### config.mk
export PLATFORM = sky130hd
export DESIGN_NAME = seg7_scan_driver
export DESIGN_NICKNAME = d
export VERILOG_FILES = /design/src/rtl/seg7_pkg.sv /design/src/rtl/hex_to_sseg.sv /design/src/rtl/seg7_scan_driver.sv
export SDC_FILE = /design/constraint.sdc
export NUM_CORES = 1
export LEC_CHECK = 0
export ABC_CLOCK_PERIOD_IN_PS = 3380
export CORE_MARGIN = 10
export CORE_UTILIZATION = 55
export CTS_CLUSTER_SIZE = 25
export DETAILED_ROUTE_END_ITERATION = 10
export MAX_ROUTING_LAYER = met4
export PLACE_DENSITY = 0.81
export SYNTH_ARGS = -nofsm -noshare
export SYNTH_HDL_FRONTEND = slang
export SYNTH_SLANG_ARGS = --single-unit
### constraint.sdc
create_clock -name clk -period 3.38 [get_ports clk]
set_clock_uncertainty 0.15 [all_clocks]
set_input_delay 0.676 -clock clk [delete_from_list [all_inputs] [get_ports clk]]
set_output_delay 0.676 -clock clk [all_outputs]
set_load 0.02 [all_outputs]
### src/rtl/seg7_pkg.sv
// seg7_pkg: shared constants and types for the seven-segment scan driver
package seg7_pkg;
  localparam int NUM_DIGITS = 4;
  localparam logic [6:0] SEG_BLANK = 7'h7F;
  localparam logic [6:0] SEG_LUT [16] = '{
    7'h40, 7'h79, 7'h24, 7'h30, 7'h19, 7'h12, 7'h02, 7'h78,
    7'h00, 7'h10, 7'h08, 7'h03, 7'h46, 7'h21, 7'h06, 7'h0E
  };
  typedef logic [1:0] idx_t;
endpackage

### src/rtl/hex_to_sseg.sv
// hex_to_sseg: combinational nibble to active-low gfedcba decoder
module hex_to_sseg
  import seg7_pkg::*;
(
  input  logic [3:0] nib,
  output logic [6:0] seg
);
  assign seg = SEG_LUT[nib];
endmodule

### src/rtl/seg7_scan_driver.sv
// seg7_scan_driver: 4-digit multiplexed display scanner with per-frame snapshot and blanking gap
// Optional leading-zero suppression is enabled by defining SEG7_LEADING_ZERO_BLANK_EN.
module seg7_scan_driver
  import seg7_pkg::*;
#(
  parameter int DIGIT_CYCLES = 65536,
  parameter int BLANK_CYCLES = 1024
) (
  input  logic       clk,
  input  logic       reset_n,
  input  logic [3:0] d3,
  input  logic [3:0] d2,
  input  logic [3:0] d1,
  input  logic [3:0] d0,
  input  logic [3:0] dp_in,
  output logic [3:0] an,
  output logic [7:0] sseg,
  output logic       frame_tick
);
  localparam int CW = $clog2(DIGIT_CYCLES);
  logic [CW-1:0] cnt;
  idx_t idx;
  logic [3:0] s [NUM_DIGITS];
  logic [3:0] sdp;
  logic last, blank;
  logic [6:0] dec, seg;
  assign last  = cnt == CW'(DIGIT_CYCLES - 1);
  assign blank = 32'(cnt) < 32'(BLANK_CYCLES);
  hex_to_sseg u_dec (.nib(s[idx]), .seg(dec));
`ifdef SEG7_LEADING_ZERO_BLANK_EN
  logic sup;
  // a digit is suppressed when it and every more significant digit are zero
  always_comb begin
    sup = idx == 2'd3 ? s[3] == 4'd0 :
          idx == 2'd2 ? (s[3] | s[2]) == 4'd0 :
          idx == 2'd1 ? (s[3] | s[2] | s[1]) == 4'd0 : 1'b0;
    seg = sup ? SEG_BLANK : dec;
  end
`else
  assign seg = dec;
`endif
  always_ff @(posedge clk) begin
    if (!reset_n) begin
      cnt        <= '0;
      idx        <= '0;
      s          <= '{default: '0};
      sdp        <= '0;
      an         <= 4'hF;
      sseg       <= 8'hFF;
      frame_tick <= 1'b0;
    end else begin
      cnt <= last ? '0 : cnt + 1'b1;
      if (last) idx <= idx + 1'b1;
      if (last && idx == 2'd3) begin
        s[3] <= d3;
        s[2] <= d2;
        s[1] <= d1;
        s[0] <= d0;
        sdp  <= dp_in;
      end
      frame_tick <= last && idx == 2'd3;
      an         <= blank ? 4'hF : ~(4'b0001 << idx);
      sseg       <= blank ? 8'hFF : {~sdp[idx], seg};
    end
  end
endmodule

[After elaboration in Yosys (flattened, before gate mapping)]
Memory sizes are Yosys's and may differ from the RTL's. A register that Yosys moved wholly into a read port is not among the register bits.
Cells that the tools add are included.
Word-level totals
  register bits after elaboration: 51
  memory bits (read-only): 112
  bits of input ports: 22
  output and inout bits: 13
  memories kept: 1
Memories
  (no name shown): depth 16, bits a word 7, rd ports 1, clocked after memory_dff 1, write ports 0, RTL line hex_to_sseg.sv:8  | assign seg = SEG_LUT[nib];
Cells by class
  add/sub/neg operators: 2
  $lt $le $gt $ge: 4
  equal/unequal tests: 2
  shift operators: 1
  multiplexer cells: 7
  bitwise operators: 5
  reduce and logical (&&, ||, !) cells: 3
Operators by type and width (count)
  16-bit by 1-bit adder with 16-bit output, second input constant: 1
  16-bit equality test, second input constant: 1
  16-bit by 11-bit < comparator with 1-bit output, second input constant: 1
  7-bit two-way mux: 2
  4-bit binary-select mux with 2-bit select: 1
  4-bit two-way mux: 2
  5-bit >= comparator, second input constant: 1
  4-bit inverter with 5-bit output: 1
  4-bit inverter: 1
  2-bit OR reduction: 2
  1-bit by 2-bit << shifter with 4-bit output, first input constant: 1
  3-bit >= comparator, second input constant: 1
  2-bit by 3-bit < comparator with 1-bit output, second input constant: 1
  2-bit inverter with 3-bit output: 1
  2-bit by 1-bit adder with 2-bit output, second input constant: 1
  1-bit binary-select mux with 2-bit select: 1
  2-bit equality test, second input constant: 1
  1-bit inverter: 2
  1-bit logical AND: 1
  1-bit two-way mux: 1

[Depth between registers and ports, before layout]
  word-level depth: 8
  gate-level depth with buffers: 7

[By module]
Synthesis repeated with hierarchy kept, for this count alone.
Second synthesis, totals
  cells, all modules: 227
  area, all modules: 2371.0 sq um
Modules (own cells, without submodules)
  seg7_scan_driver: instances 1, cells an instance 192, area each 2123.3 sq um
  hex_to_sseg: instances 1, cells an instance 35, area each 247.7 sq um

[Worst setup path after synthesis]
Ideal clock, no wire load.
  kind: register -> register
  start point: reg idx[0]
  end point: reg sseg[1]
  library setup time: 0.136 ns
  data arrival time: 1.720 ns
  required time: 3.094 ns
  path slack: 1.374 ns
  cell stages (with the launch flop): 8
  buffers on the path: 1
  clock period less this slack: 2.006 ns
  path through: dfxtp_1 buf_4 mux4_2 inv_1 ha_1 nor2_1 a211o_1 nand3_1
Between the ends
  longest elaborated chain between the ends: 5
Ends and longest elaborated chain
  start: declaration: RTL line seg7_scan_driver.sv:22  | idx_t idx;
  start signal: assignment: RTL line seg7_scan_driver.sv:53  | if (last) idx <= idx + 1'b1;
  2-bit inverter with 3-bit output (not written as such): RTL line seg7_scan_driver.sv:29  | hex_to_sseg u_dec (.nib(s[idx]), .seg(dec));
  4-bit binary-select mux with 2-bit select: RTL line seg7_scan_driver.sv:29
  4-bit two-way mux (not written as such) (2 in series): RTL line seg7_scan_driver.sv:29
  4-bit inverter with 5-bit output (not written as such): RTL line hex_to_sseg.sv:8
  end: declaration: RTL line seg7_scan_driver.sv:17  | output logic [7:0] sseg,
Every way passes these cells. The select of a mux whose other input is x is not followed.
A chain may end at the register's enable or synchronous reset.

[Final worst setup path]
  start point: reg idx[0]
  end point: reg sseg[3]
Same word-level chain as after synthesis.

==> summary.txt <==
Pre-Repair DR Iteration Count: 4
CP cell instances: mux4_2, ha_1, nor2b_1, a211oi_1, o21ai_0
Period utilization: 69.8%
Synth Area in XOR/XNOR: 4.98%
# rows: 23
Buffers on Ports: 34
Yosys reg bits: 51
Vias: 1862
Via/cell ratio: 5.71
Post-Syn Instances: 247
Synthesized area per cell: 9.25 um^2
Ys async rst share: 0%
Post-synthesis compound-gate area fraction: 14.2%
CP max-delay cell: dfxtp_1
Post-DP Area: 2630 um^2
ANT cells: 0
P_leak: 0.925 nW
Fmax: 424 MHz
Max-slew headroom: 42.4%
Post-synth EDFFs: 0
Switching pwr: 0.211 mW
CP Class: reg2reg
Initial antenna violation count: 0
Vias in the first global route: 1781
TritonCTS clock tree: yes
RePlAce Congestion: 0.788
Largest family of logic cells by synthesized area: simple AND/OR/NAND/NOR gates
Sw frac: 19.6%
Final WS setup: 1.02 ns
Global-route usage over all layers: 14.1%
Final net count: 308
CP top delay family: flip-flops
Die height: 84.5 um
Hold Buf Count CTS: 0
First-pass GRT wire length: 8.40 mm
RSZ-0062 raised after global routing: no
Io pins: 35
Final core utilization: 68.6%
Final ANT Viol Nets: 0
H-tree levels: 2
Post-synthesis adder-cell area fraction: 6.02%
Clock transition at path regs: 0.09 ns
Seq pwr share: 56.3%
Commonest non-fill, non-tap cells in the layout: 51 x dfxtp_1, 34 x clkdlybuf4s50_1, 28 x nand3_1
Internal: 0.867 mW
Max-Cap Viols: 0
Mux contribution to synthesized area: 5.81%
Hold crit path type: reg2reg
Setup Viol. Count Final: 0
Top-area cell type share of the netlist area: 44.7%
Min Tclk post-route: 2.36 ns
Initial core utilization: 57.1%
WL/cell: 14.2 um
Buf/Inv on CP: 0
Clock power share: 40.3%
Critical Path Start Type: register
Largest net degree at the start of global routing: 30
DIE AREA: 7130 um^2
TritonCTS Buffers: 5
Crit end category: register
DP Wirelength: 3.31 mm
Number of distinct library cells after synthesis: 38
Detailed-route DRC error count: 0
DP Worst Slack: 0.954 ns
Ranking of synthesized cells by area: dfxtp_1 45%, nand3_1 6.1%, ha_1 6.0%
Final hold vios: 0
Routed wire length: 4.62 mm
Power Dens Cells: 393 nW/um^2
Dominant cell type by area after synthesis: dfxtp_1
Layout area overhead: 20.1%
Clock Latency Late Sink: 0.30 ns
Simple-gate area share of the yosys netlist: 18.9%
Sequential-to-total area share from yosys stat: 44.7%
Worst EP required: 3.42 ns
Starting DRT DRC Count: 126
Layout cells sized above 1: 7.97%
CTS resizes: 0
Die Wd: 84.5 um
Ys Warns: 0
Synthesized area: 2280 um^2
Arr. time, crit path: 2.40 ns
Worst IR Drop VDD: 0.000314 V
Crit path max fanout: 9
Pins Over Slew Limit: 0
Ys flop type: dfxtp_1
Postcts setup bufs: 0
Total congestion overflow: 0
Worst slew pin tran: 0.863 ns
Commonest non-fill, non-tap cell in the layout: dfxtp_1
Clock Path Buffers: 2
Syn nets: 280
Core ar.: 4000 um^2
CTS root buf: clkbuf_8
Clock Sink Count: 51
Final setup TNS: 0 ns
Outcome: finished, final reports clean
Final Cell Area: 2740 um^2
Worst path max stage delay: 0.67 ns
Gate power share: 3.5%
[cells in the mapped netlist (3+ instances only)]
library cell	number
nor2_1	20
xor2_1	5
mux4_2	5
o221ai_1	4
nand4_1	4
a21oi_1	26
nor3_1	3
dfxtp_1	51
nand3_1	28
o21ai_1	18
inv_1	9
buf_2	3
clkbuf_1	8
o21ai_0	4
nand2_1	9
ha_1	11
nor4_1	4
buf_6	3
xnor2_1	8
and3_1	3
[per-layer routing]
metal / global-route usage (%) / routed length, um / vias to the layer above
met4: 4.04 / 34 / 0
met2: 21.0 / 2180 / 47
met5: - / 0 / -
met3: 4.15 / 245 / 4
li1: - / - / 934
met1: 17.9 / 2170 / 877
[power groups by stage]
stage / combinational [mW] / clock (mW) / sequential [mW]
after global placement: 0.0365 / 0 / 0.620
final: 0.0374 / 0.434 / 0.607
after floorplan: 0.0107 / 0 / 0.620
after global routing: 0.0405 / 0.464 / 0.608
after CTS: 0.0378 / 0.442 / 0.607
after detailed placement: 0.0375 / 0 / 0.621
[logic make-up after synthesis]
| family | after synthesis |
|---|---|
| adder cells (fa/ha/maj) | 11 |
| XOR/XNOR | 13 |
| flip-flops | 51 |
| buffers and inverters | 25 |
| AO/OA/AOI/OAI | 58 |
| multiplexers | 7 |
| AND/OR/NAND/NOR | 82 |
[state kept, by name (all words and copies together), names as in the netlist]
signal	cells
sseg	8
s	16
an	4
frame_tick	1
sdp	4
cnt	16
idx	2
[final cells by class]
type | count | area [um^2]
well taps | 50 | 62.6
fillers | 338 | 1260
clock inverters | 2 | 35.0
repair buffers | 37 | 363
inverters | 9 | 33.8
multi-input cells | 171 | 1150
flip-flops and latches | 51 | 1020
clock buffers | 6 | 82.6
[worst register-to-register path: stages, from the launching register on]
cell,delay (ns)
dfxtp_1,0.67
mux4_2,0.66
ha_1,0.27
nor2b_1,0.15
a211oi_1,0.25
o21ai_0,0.10
[through the flow]
| step | hold WS (ns) | total power [mW] | std cells |
|---|---|---|---|
| floorplan | 0.276 | 0.631 | 247 |
| global placement | 0.292 | 0.657 | 318 |
| detailed placement | 0.301 | 0.659 | 318 |
| CTS | 0.331 | 1.09 | 326 |
| global route | 0.346 | 1.11 | 326 |
| finish | 0.330 | 1.08 | 326 |
[final timing paths]
path / start / endpoint / slack [ns] / cells past startpoint
setup / recovery: idx[0] / sseg[3] / 1.02 / 5
setup reg to reg: idx[0] / sseg[3] / 1.02 / 5
hold / removal: cnt[0] / cnt[0] / 0.33 / 1
hold reg to reg: cnt[0] / cnt[0] / 0.33 / 1
Note: power is estimated with default switching activity, not from simulation.
